--- src/rtl/jk_pkg.sv ---
// rtl/jk_pkg.sv - shared states, hold code and per-bit JK excitation function for jk_excite_driver
package jk_pkg;

    typedef enum logic [1:0] {
        IDLE  = 2'd0,
        DRIVE = 2'd1,
        CHECK = 2'd2
    } state_t;

    // {J,K} that leaves a JK flop unchanged
    localparam logic [1:0] JK_HOLD = 2'b00;

    // Returns {J,K} moving one flop from cur to nxt; dc fills the don't-care input
    function automatic logic [1:0] jk_excite(input logic cur, input logic nxt, input logic dc);
        logic [1:0] jk;
        if (cur) begin
            jk = {dc, ~nxt};
        end else begin
            jk = {nxt, dc};
        end
        return jk;
    endfunction

endpackage

--- src/rtl/jk_excite_cell.sv ---
// rtl/jk_excite_cell.sv - combinational single-bit JK excitation (current -> next Q)
module jk_excite_cell
    import jk_pkg::*;
#(
    parameter logic DC_FILL = 1'b0
) (
    input  logic cur,
    input  logic nxt,
    output logic j,
    output logic k
);

    assign {j, k} = jk_excite(cur, nxt, DC_FILL);

endmodule

--- src/rtl/jk_excite_driver.sv ---
// rtl/jk_excite_driver.sv - drives J/K of an external JK bank to reach a target word; JK_VERIFY_EN adds read-back check with retry
module jk_excite_driver
    import jk_pkg::*;
#(
    parameter int WIDTH     = 4,
    parameter int DC_FILL   = 0,
    parameter int MAX_RETRY = 2
) (
    input  logic             clk,
    input  logic             rst,
    input  logic             tgt_valid,
    output logic             tgt_ready,
    input  logic [WIDTH-1:0] tgt_data,
    input  logic [WIDTH-1:0] q_fb,
    output logic [WIDTH-1:0] j,
    output logic [WIDTH-1:0] k,
    output logic             busy,
    output logic             done,
    output logic             err
);

    state_t           state;
    state_t           state_d;
    logic [WIDTH-1:0] tgt_q;
    logic [WIDTH-1:0] tgt_d;
    logic [WIDTH-1:0] exc_nxt;
    logic [WIDTH-1:0] exc_j;
    logic [WIDTH-1:0] exc_k;
    logic [WIDTH-1:0] j_d;
    logic [WIDTH-1:0] k_d;
    logic             done_d;

`ifdef JK_VERIFY_EN
    localparam int RW = (MAX_RETRY < 1) ? 1 : $clog2(MAX_RETRY + 1);
    logic [RW-1:0] retry_cnt;
    logic [RW-1:0] retry_d;
    logic          err_q;
    logic          err_d;
    assign err = err_q;
`else
    logic unused_cfg;
    assign unused_cfg = ^MAX_RETRY;
    assign err        = 1'b0;
`endif

    // At acceptance the excitation targets the incoming word; on a retry it targets the latched one
    assign exc_nxt = (state == IDLE) ? tgt_data : tgt_q;

    for (genvar i = 0; i < WIDTH; i++) begin : g_cell
        jk_excite_cell #(
            .DC_FILL(DC_FILL != 0)
        ) u_cell (
            .cur(q_fb[i]),
            .nxt(exc_nxt[i]),
            .j  (exc_j[i]),
            .k  (exc_k[i])
        );
    end

    assign tgt_ready = (state == IDLE) && !rst;
    assign busy      = (state == DRIVE) || (state == CHECK);

    always_comb begin
        state_d = state;
        tgt_d   = tgt_q;
        j_d     = {WIDTH{JK_HOLD[1]}};
        k_d     = {WIDTH{JK_HOLD[0]}};
        done_d  = 1'b0;
`ifdef JK_VERIFY_EN
        retry_d = retry_cnt;
        err_d   = err_q;
`endif
        case (state)
            IDLE: begin
                if (tgt_valid) begin
                    state_d = DRIVE;
                    tgt_d   = tgt_data;
                    j_d     = exc_j;
                    k_d     = exc_k;
`ifdef JK_VERIFY_EN
                    retry_d = '0;
                    err_d   = 1'b0;
`endif
                end
            end
            DRIVE: begin
`ifdef JK_VERIFY_EN
                state_d = CHECK;
`else
                state_d = IDLE;
                done_d  = 1'b1;
`endif
            end
            CHECK: begin
`ifdef JK_VERIFY_EN
                if (q_fb == tgt_q) begin
                    state_d = IDLE;
                    done_d  = 1'b1;
                end else if (int'(retry_cnt) < MAX_RETRY) begin
                    state_d = DRIVE;
                    retry_d = retry_cnt + 1'b1;
                    j_d     = exc_j;
                    k_d     = exc_k;
                end else begin
                    state_d = IDLE;
                    done_d  = 1'b1;
                    err_d   = 1'b1;
                end
`else
                state_d = IDLE;
`endif
            end
            default: state_d = IDLE;
        endcase
    end

    always_ff @(posedge clk) begin
        if (rst) begin
            state     <= IDLE;
            tgt_q     <= '0;
            j         <= '0;
            k         <= '0;
            done      <= 1'b0;
`ifdef JK_VERIFY_EN
            retry_cnt <= '0;
            err_q     <= 1'b0;
`endif
        end else begin
            state     <= state_d;
            tgt_q     <= tgt_d;
            j         <= j_d;
            k         <= k_d;
            done      <= done_d;
`ifdef JK_VERIFY_EN
            retry_cnt <= retry_d;
            err_q     <= err_d;
`endif
        end
    end

endmodule
--- config.mk ---
export PLATFORM = sky130hd
export DESIGN_NAME = jk_excite_driver
export DESIGN_NICKNAME = d
export VERILOG_FILES = /design/src/rtl/jk_pkg.sv /design/src/rtl/jk_excite_cell.sv /design/src/rtl/jk_excite_driver.sv
export SDC_FILE = /design/constraint.sdc
export NUM_CORES = 1
export LEC_CHECK = 0
export BUFFER_PORTS_ARGS = -buffer_cell sky130_fd_sc_hd__clkbuf_2
export CELL_PAD_IN_SITES_DETAIL_PLACEMENT = 2
export CELL_PAD_IN_SITES_GLOBAL_PLACEMENT = 2
export CORE_UTILIZATION = 24
export DETAILED_ROUTE_END_ITERATION = 12
export PLACE_DENSITY = 0.67
export SETUP_SLACK_MARGIN = 0.3
export SYNTH_ARGS = -nofsm -noshare
export SYNTH_HDL_FRONTEND = slang
export SYNTH_HIERARCHICAL = 1
export SYNTH_SLANG_ARGS = --single-unit
--- constraint.sdc ---
create_clock -name clk -period 1.2 [get_ports clk]
set_clock_uncertainty 0.05 [all_clocks]
set_input_delay 0.06 -clock clk [delete_from_list [all_inputs] [get_ports clk]]
set_output_delay 0.06 -clock clk [all_outputs]
set_load 0.02 [all_outputs]
==> impl_metrics.json, run 1 <==
{
  "nNetsFinal": 95,
  "yosysSeqAreaShare_pct": 47.8,
  "gp_congestion": 0.624,
  "die_h_um": 51.4,
  "max_freq_mhz": 839,
  "power_density_nw_per_um2": 1120,
  "coreArea_um2": 2250,
  "antenna_found_initial": 0,
  "synth_area_um2": 587,
  "dr.max_layer_used": "met4",
  "drtAntennaViolNets": 0,
  "crit_type": "reg -> reg",
  "place_area_um2": 733,
  "yosysTopAreaCell": "dfxtp_1",
  "cts.sinks": 14,
  "hold_viol": 0,
  "slew_violations": 0,
  "holdCritStartpoint": "tgt_data[1]",
  "final_area_um2": 847,
  "ios": 23,
  "ir_drop_v": 0.000433,
  "crit_required_ns": 1.34,
  "viasPerCell": 4.28,
  "drive_above_1_share_pct": 54.2,
  "root_buffer": "clkbuf_4",
  "grt_pass1_wl_um": 2170,
  "first_pass_iters": 1,
  "die_w_um": 51.4,
  "cap_viol_max_count": 0,
  "fin_crit_ns": 1.19,
  "leakage_uw": 0.000390,
  "synth_seq_cells": 14,
  "cts_max_level": 1,
  "finalSetupTns_ns": 0,
  "grt_pass1_vias": 495,
  "drt_wl_total_um": 1350,
  "wl_per_cell_um": 12.2,
  "dp_hpwl_um": 891,
  "ff2ff_setup_slack_ns": 0.008,
  "syn_to_final_growth_pct": 44.3,
  "reg2regPathDepth": 3,
  "start_util_pct": 26.0,
  "io_buffers": 21,
  "first_iter_violations": 0,
  "drc": 0,
  "route.met2.wl_um": 624,
  "clkTransAtPathRegs_ns": 0.09,
  "wl_met1_um": 576,
  "crit_end": "j[2]$_SDFF_PP0_",
  "hold_class": "in -> reg",
  "timing.rr.start": "state[0]$_SDFFE_PP0P_",
  "fillCellCount": 269,
  "vias": 475,
  "synth_area_leaders": "dfxtp_1 (48%), and2_1 (8.5%), nand4bb_1 (7.7%)",
  "netlist.area_leader.share_pct": 47.8,
  "grt_usage_pct": 12.2,
  "status": "complete, no violations",
  "synth_warnings": 6,
  "crit_start": "state[0]$_SDFFE_PP0P_",
  "min_period_over_period_pct": 99.4,
  "critPathMaxFanout": 7,
  "cts_tree": "built",
  "layout_common_cells": "dfxtp_1 (13), clkbuf_2 (13), buf_4 (8)",
  "num_rows": 17,
  "worstSetupEndpointType": "register",
  "finalPower_uw": 952,
  "num_antenna_cells": 0,
  "grt_max_degree": 12,
  "clock_path_buffers": 2,
  "syn_nets": 65,
  "arrival_ns": 1.34,
  "startpoint_type": "register",
  "synthCells": 54,
  "rsz0062_at_grt": "true",
  "reg2reg_to": "j[2]$_SDFF_PP0_",
  "avgSynthCellArea_um2": 10.9,
  "grt.overflow.total": 0,
  "wl_met3_um": 94,
  "cts-buffers-inserted": 3,
  "fin_ws_ns": 0.00771,
  "pre_cts_ws_ns": -0.0277,
  "setup_viol_count_final": 0,
  "die_area_um2": 2650,
  "synth_cell_types": 15,
  "clock_latency_ns": 0.28
}
==> worst min path at each step <==
stage                             to  cells past startpoint
5_1_grt        tgt_q[2]$_SDFFE_PP0P_                      3
3_3_place_gp   tgt_q[0]$_SDFFE_PP0P_                      3
6_report       tgt_q[1]$_SDFFE_PP0P_                      3
3_5_place_dp   tgt_q[0]$_SDFFE_PP0P_                      3
4_1_cts        tgt_q[2]$_SDFFE_PP0P_                      3
2_1_floorplan  state[0]$_SDFFE_PP0P_                      1
==> cells by family after synthesis <==
| family | after synthesis | share of synthesized area, % |
|---|---|---|
| other | 1 | 0.639 |
| AO/OA/AOI/OAI | 4 | 3.41 |
| multiplexers | 4 | 7.68 |
| AND/OR/NAND/NOR | 28 | 37.1 |
| buffers and inverters | 3 | 3.41 |
| flip-flops | 14 | 47.8 |
==> sequential cells by signal, summed over array words and instances, names as in the netlist <==
signal / count
k: 4
done: 1
state: 1
j: 4
tgt_q: 4
==> through the flow <==
stage / instances / hold WS [ns] / util, %
2_1_floorplan: 54 / 0.0886 / -
6_report: 111 / 0.00266 / 37.6
3_3_place_gp: 101 / 0.287 / 32.5
3_5_place_dp: 101 / 0.300 / 32.5
5_1_grt: 111 / 0.00582 / 37.6
4_1_cts: 110 / 0.00507 / 36.1
==> timing repair <==
item	in CTS	in global routing
resized for setup	5	17
buffers inserted	3	1
endpoints found under the hold margin	2	0
setup endpoints to repair	15	22
hold buffers	2	0
pin swaps	1	0
==> where the power goes <==
part	internal, uW	switching, uW
clock	129	165
sequential	483	11.5
combinational	93.0	70.7
total	705	247
==> synth_stat cells <==
master	count
mux2_1	2
nor3b_4	1
buf_4	2
conb_1	1
nand4bb_1	4
clkbuf_2	1
and2b_2	4
nor2_1	1
nor2b_1	5
dfxtp_1	14
mux2_2	2
and2_1	8
o21ai_1	4
nor2b_2	1
nand2b_1	4
==> worst max-delay path, cell delays in order (launching register included) <==
cell	delay [ns]
dfxtp_4	0.41
mux2_4	0.32
and2b_2	0.19
and2_4	0.13
==> cell type report <==
| class | instances | area, um2 | area share [%] |
|---|---|---|---|
| Multi-Input combinational cell | 37 | 319 | 37.7 |
| Sequential cell | 14 | 284 | 33.5 |
| Timing Repair Buffer | 28 | 183 | 21.6 |
| Tap cell | 28 | 35.0 | 4.14 |
| Clock buffer | 4 | 26.3 | 3.10 |
==> routing by layer <==
metal | up-vias | global-route usage [%]
met3 | 5 | 4.17
met4 | 0 | 10.8
li1 | 233 | -
met5 | - | 0
met2 | 17 | 20.1
met1 | 220 | 12.0
(Power assumes the default switching activity.)
==> run 2, diff against run 1 <==
--- a/config.mk
+++ b/config.mk
@@ -8,9 +8,10 @@
 export BUFFER_PORTS_ARGS = -buffer_cell sky130_fd_sc_hd__clkbuf_2
 export CELL_PAD_IN_SITES_DETAIL_PLACEMENT = 2
 export CELL_PAD_IN_SITES_GLOBAL_PLACEMENT = 2
-export CORE_UTILIZATION = 24
+export CORE_UTILIZATION = 29
+export CTS_CLUSTER_SIZE = 14
 export DETAILED_ROUTE_END_ITERATION = 12
-export PLACE_DENSITY = 0.67
+export PLACE_DENSITY = 0.76
 export SETUP_SLACK_MARGIN = 0.3
 export SYNTH_ARGS = -nofsm -noshare
 export SYNTH_HDL_FRONTEND = slang
==> constraint.sdc (replaced) <==
create_clock -name clk -period 1.4 [get_ports clk]
set_clock_uncertainty 0.05 [all_clocks]
set_input_delay 0.07 -clock clk [delete_from_list [all_inputs] [get_ports clk]]
set_output_delay 0.07 -clock clk [all_outputs]
set_load 0.02 [all_outputs]
==> impl_metrics.json, run 2 (same netlist as run 1, synthesis figures left out) <==
{
  "grt.overflow.total": 0,
  "vias": 478,
  "crit_chain": "mux2_4 -> and2b_2 -> and2_4",
  "max_freq_mhz": 823,
  "cts-buffers-inserted": 3,
  "crit_required_ns": 1.54,
  "dp_hpwl_um": 957,
  "nNetsFinal": 91,
  "crit_end": "j[2]$_SDFF_PP0_",
  "reg_top3": "j x4, k x4, tgt_q x4",
  "layout_common_cells": "clkbuf_2 (19), dfxtp_1 (13), and2_1 (5), nor2b_1 (5)",
  "cp_top_family": "flip-flops",
  "grt_pass1_vias": 470,
  "die_area_um2": 2210,
  "clock_latency_ns": 0.29,
  "num_rows": 15,
  "finalPower_uw": 854,
  "cts_max_level": 1,
  "drc": 0,
  "cts_tree": "built",
  "coreArea_um2": 1800,
  "timing.rr.start": "state[0]$_SDFFE_PP0P_",
  "drtAntennaViolNets": 0,
  "slowest_stage": "dfxtp_4",
  "cts.sinks": 14,
  "layout_commonest_cell": "clkbuf_2",
  "critPathMaxFanout": 6,
  "crit_type": "reg -> reg",
  "clock_path_buffers": 2,
  "drt_wl_total_um": 1530,
  "antenna_found_initial": 0,
  "min_period_over_period_pct": 86.8,
  "startpoint_type": "register",
  "clkTransAtPathRegs_ns": 0.09,
  "first_iter_violations": 1,
  "gp_congestion": 0.639,
  "die_w_um": 47.0,
  "grt_max_degree": 12,
  "first_pass_iters": 3,
  "cap_viol_max_count": 0,
  "whs_ns": 0.00605,
  "worstSetupEndpointType": "register",
  "arrival_ns": 1.35,
  "status": "complete, no violations",
  "die_h_um": 47.0,
  "grt_usage_pct": 14.6,
  "finalSetupTns_ns": 0,
  "drive_above_1_share_pct": 54.4,
  "slew_violations": 0,
  "reg2regPathDepth": 3,
  "power_density_nw_per_um2": 1060,
  "crit_start": "state[0]$_SDFFE_PP0P_",
  "start_util_pct": 32.6,
  "cp_num_cells": 3,
  "setup_viol_count_final": 0,
  "root_buffer": "clkbuf_4",
  "ir_drop_v": 0.000698,
  "hold_class": "in -> reg",
  "rsz0062_at_grt": "true",
  "num_antenna_cells": 0,
  "ios": 23,
  "viasPerCell": 4.60,
  "grt_pass1_wl_um": 2080,
  "wl_per_cell_um": 14.7,
  "slowest_delay_ns": 0.42,
  "fillCellCount": 215,
  "ff2ff_setup_slack_ns": 0.19,
  "leakage_uw": 0.000367,
  "hold_viol": 0,
  "crit_buf_inv": 0,
  "syn_to_final_growth_pct": 37.1,
  "io_buffers": 21,
  "reg2reg_to": "j[2]$_SDFF_PP0_",
  "fin_crit_ns": 1.21
}
## run 2: cell types whose count changed in the layout (fill, tap and decap cells not counted), sizes merged
cell	previous run	this run
clkbuf	17	23
dlygate4sd3	2	0
nor3b	1	2
buf	13	4
## run 2: how the worst min path moves through the flow
stage / startpoint / endpoint / slack, ns / depth (start not counted)
finish: tgt_data[2] / tgt_q[2]$_SDFFE_PP0P_ / 0.006 / 3
global route: tgt_data[3] / tgt_q[3]$_SDFFE_PP0P_ / 0.01 / 3
CTS: tgt_data[3] / tgt_q[3]$_SDFFE_PP0P_ / 0.003 / 3
detailed placement: tgt_data[2] / tgt_q[2]$_SDFFE_PP0P_ / 0.31 / 3
global placement: tgt_data[0] / tgt_q[0]$_SDFFE_PP0P_ / 0.30 / 3
floorplan: rst / state[0]$_SDFFE_PP0P_ / 0.1 / 1
## run 2: per-layer routing
layer  routed length (um)  GRT usage [%]  vias up  part of all wire [%]
met4                   51           10.3        0                   3.3
li1                     -              -      229                     -
met2                  781           23.6       17                    51
met5                    0              0        -                     0
met3                   63           4.62        4                   4.1
met1                  628           16.1      228                    41
## run 2: power breakdown
| group | switching, uW | internal (uW) |
|---|---|---|
| registers | 10.6 | 414 |
| clock network | 139 | 159 |
| logic | 62.7 | 68.9 |
## run 2: through the flow
step           utilization (%)  setup WS, ns  std cells  area [um2]
4_1_cts                   43.4         0.199        103         782
2_1_floorplan                -         0.107         54         609
3_5_place_dp              40.1         0.150         97         722
6_report                  44.7         0.185        104         805
5_1_grt                   44.7         0.162        104         805
3_3_place_gp              40.1         0.181         97         722
## run 2: timing repair
item                                    CTS  global route
setup buffers                             2             0
gates cloned                              0             1
pin swaps                                 1             1
gates resized for setup                   4             6
hold buffers                              0             0
endpoints found under the setup margin    9            11
## run 2: final cells by class
type | instances | area, um2 | share of cell area [%]
flip-flops and latches | 14 | 284 | 35.3
multi-input cells | 38 | 324 | 40.3
well taps | 25 | 31.3 | 3.89
repair buffers | 23 | 129 | 16.0
clock buffers | 4 | 36.3 | 4.51
## run 2: worst reg2reg max path, cell delays in order, from the launching register on
cell     delay (ns)
dfxtp_4        0.42
mux2_4         0.32
and2b_2        0.20
and2_4         0.13
==> run 3, diff against run 2 <==
--- a/config.mk
+++ b/config.mk
@@ -8,12 +8,12 @@
 export BUFFER_PORTS_ARGS = -buffer_cell sky130_fd_sc_hd__clkbuf_2
 export CELL_PAD_IN_SITES_DETAIL_PLACEMENT = 2
 export CELL_PAD_IN_SITES_GLOBAL_PLACEMENT = 2
-export CORE_UTILIZATION = 29
+export CORE_MARGIN = 3
+export CORE_UTILIZATION = 23
 export CTS_CLUSTER_SIZE = 14
 export DETAILED_ROUTE_END_ITERATION = 12
-export PLACE_DENSITY = 0.76
+export PLACE_DENSITY = 0.72
 export SETUP_SLACK_MARGIN = 0.3
 export SYNTH_ARGS = -nofsm -noshare
 export SYNTH_HDL_FRONTEND = slang
-export SYNTH_HIERARCHICAL = 1
 export SYNTH_SLANG_ARGS = --single-unit
==> impl_metrics.json, run 3 <==
{
  "clock_path_buffers": 2,
  "place_inst": 59,
  "finalPower_uw": 640,
  "layout_commonest_cell": "clkbuf_2",
  "synth_area_leaders": "dfxtp_1 (57%), nor3b_2 (29%), buf_6 (3.2%)",
  "drive_above_1_share_pct": 62.1,
  "syn_to_final_growth_pct": 70.3,
  "viasPerCell": 4.15,
  "cts_max_level": 1,
  "clock_latency_ns": 0.26,
  "slowest_delay_ns": 0.43,
  "synthTopCellsByCount": "dfxtp_1 (10), nor3b_2 (8)",
  "finalSetupTns_ns": 0,
  "grt_pass1_wl_um": 1490,
  "grt_usage_pct": 11.5,
  "gp_congestion": 0.646,
  "hold_viol": 0,
  "fin_crit_ns": 1.08,
  "cts.sinks": 10,
  "nNetsFinal": 70,
  "netlist.area_leader.share_pct": 57.3,
  "drt_wl_total_um": 959,
  "min_period_over_period_pct": 77.3,
  "drtAntennaViolNets": 0,
  "synth_flop_cell": "dfxtp_1",
  "hold_class": "in -> reg",
  "cap_viol_max_count": 0,
  "first_iter_violations": 3,
  "vias": 303,
  "avgSynthCellArea_um2": 13.4,
  "die_area_um2": 2020,
  "status": "complete, no violations",
  "grt_pass1_vias": 368,
  "setup_viol_count_final": 0,
  "io_buffers": 21,
  "startpoint_type": "register",
  "root_buffer": "clkbuf_4",
  "synthArstFlopShare_pct": 0,
  "first_pass_iters": 2,
  "leakage_uw": 0.000275,
  "slowest_stage": "or3b_4",
  "grt.overflow.total": 0,
  "coreArea_um2": 1370,
  "drc": 0,
  "yosysTopAreaCell": "dfxtp_1",
  "ir_drop_v": 0.000561,
  "synth_area_um2": 349,
  "start_util_pct": 25.5,
  "yosysSeqAreaShare_pct": 57.3,
  "synth_warnings": 0,
  "synth-edff-count": 0,
  "power_density_nw_per_um2": 1080,
  "critPathMaxFanout": 5,
  "layout_common_cells": "clkbuf_2 (20), dfxtp_1 (9), dlygate4sd3_1 (9)",
  "grt_max_degree": 7,
  "crit_type": "reg -> reg",
  "cts_tree": "built",
  "die_h_um": 45.0,
  "stdcell_count": 73,
  "yosysMostFrequentCell": "dfxtp_1",
  "postLayoutCoreUtil_pct": 43.5,
  "syn_nets": 37,
  "rsz0062_at_grt": "true",
  "num_rows": 13,
  "fillCellCount": 146,
  "clkTransAtPathRegs_ns": 0.06,
  "slew_violations": 0,
  "num_antenna_cells": 0,
  "reg_top3": "j x4, k x4",
  "synth_cell_types": 10,
  "ios": 23,
  "synthCells": 26,
  "crit_required_ns": 1.54,
  "die_w_um": 45.0,
  "worstSetupEndpointType": "register",
  "arrival_ns": 1.22,
  "whs_ns": 0.156,
  "cts-buffers-inserted": 3,
  "antenna_found_initial": 0,
  "crit_chain": "or3b_4 -> nor3b_2",
  "max_freq_mhz": 924,
  "wl_per_cell_um": 13.1,
  "synth_seq_cells": 10
}
## run 3: cell count changes in the layout (fill, tap and decap cells not counted), moves of 2 or more
cell	before	now
dfxtp_1	13	9
and2b_2	4	0
o21ai_1	4	0
nor3b_2	1	8
or3b_4	0	2
mux2_4	4	0
nor2b_1	5	1
dlygate4sd3_1	0	9
nand4bb_1	4	0
and2_1	5	0
nand2b_1	4	0
and2_4	3	0
buf_4	3	0
## run 3: through the flow
step           area (um2)  setup WS, ns
2_1_floorplan         353         0.290
3_3_place_gp          454         0.194
5_1_grt               594         0.294
3_5_place_dp          454         0.123
4_1_cts               594         0.282
6_report              594         0.317
## run 3: worst paths after layout
kind | startpoint | to | slack [ns] | cells after the start
max | state[0]$_SDFFE_PP0P_ | j[1]$_SDFF_PP0_ | 0.32 | 2
min | rst | state[0]$_SDFFE_PP0P_ | 0.16 | 3
max reg2reg | state[0]$_SDFFE_PP0P_ | j[1]$_SDFF_PP0_ | 0.32 | 2
min reg2reg | state[0]$_SDFFE_PP0P_ | done$_SDFF_PP0_ | 0.47 | 1
## run 3: worst max-delay path, delay by kind of cell, from the launching register on
kind             cells  cell delay (ns)
flip-flops           1             0.36
AND/OR/NAND/NOR      2             0.60
## run 3: per-layer routing
layer  global-route usage (%)  part of all wire, %
met1                     7.80                   30
met2                     22.3                   59
met3                     8.37                   11
met4                     5.26                    0
met5                        0                    0
## run 3: layout make-up
type | count | area (um2) | share of cell area [%]
sequential | 10 | 204 | 34.3
timing repair buffer | 30 | 195 | 32.8
multi-input combinational | 13 | 136 | 22.9
clock buffer | 4 | 36.3 | 6.11
tap | 15 | 18.8 | 3.16
inverter | 1 | 3.75 | 0.632
## run 3: kinds of logic (layout without fill, tap and decap cells)
family	after synthesis	in the layout	share of synthesized area, %
buf+inv	4	35	7.53
other cells	1	1	1.07
simple gates	11	12	34.1
flops	10	10	57.3
## run 3: timing repair
action                                 in CTS  in global routing
hold buffers                                9                  0
setup endpoints to repair                   9                  9
endpoints found under the hold margin       9                  0
cloned                                      1                  0
pin swaps                                   1                  2
gates resized for setup                     2                  1
buffers inserted                            0                  0
## run 3: power by group
part / total [uW] / internal, uW / switching [uW]
logic: 89.9 / 46.8 / 43.0
registers: 296 / 292 / 3.96
clock network: 254 / 158 / 96.2
total: 640 / 497 / 143
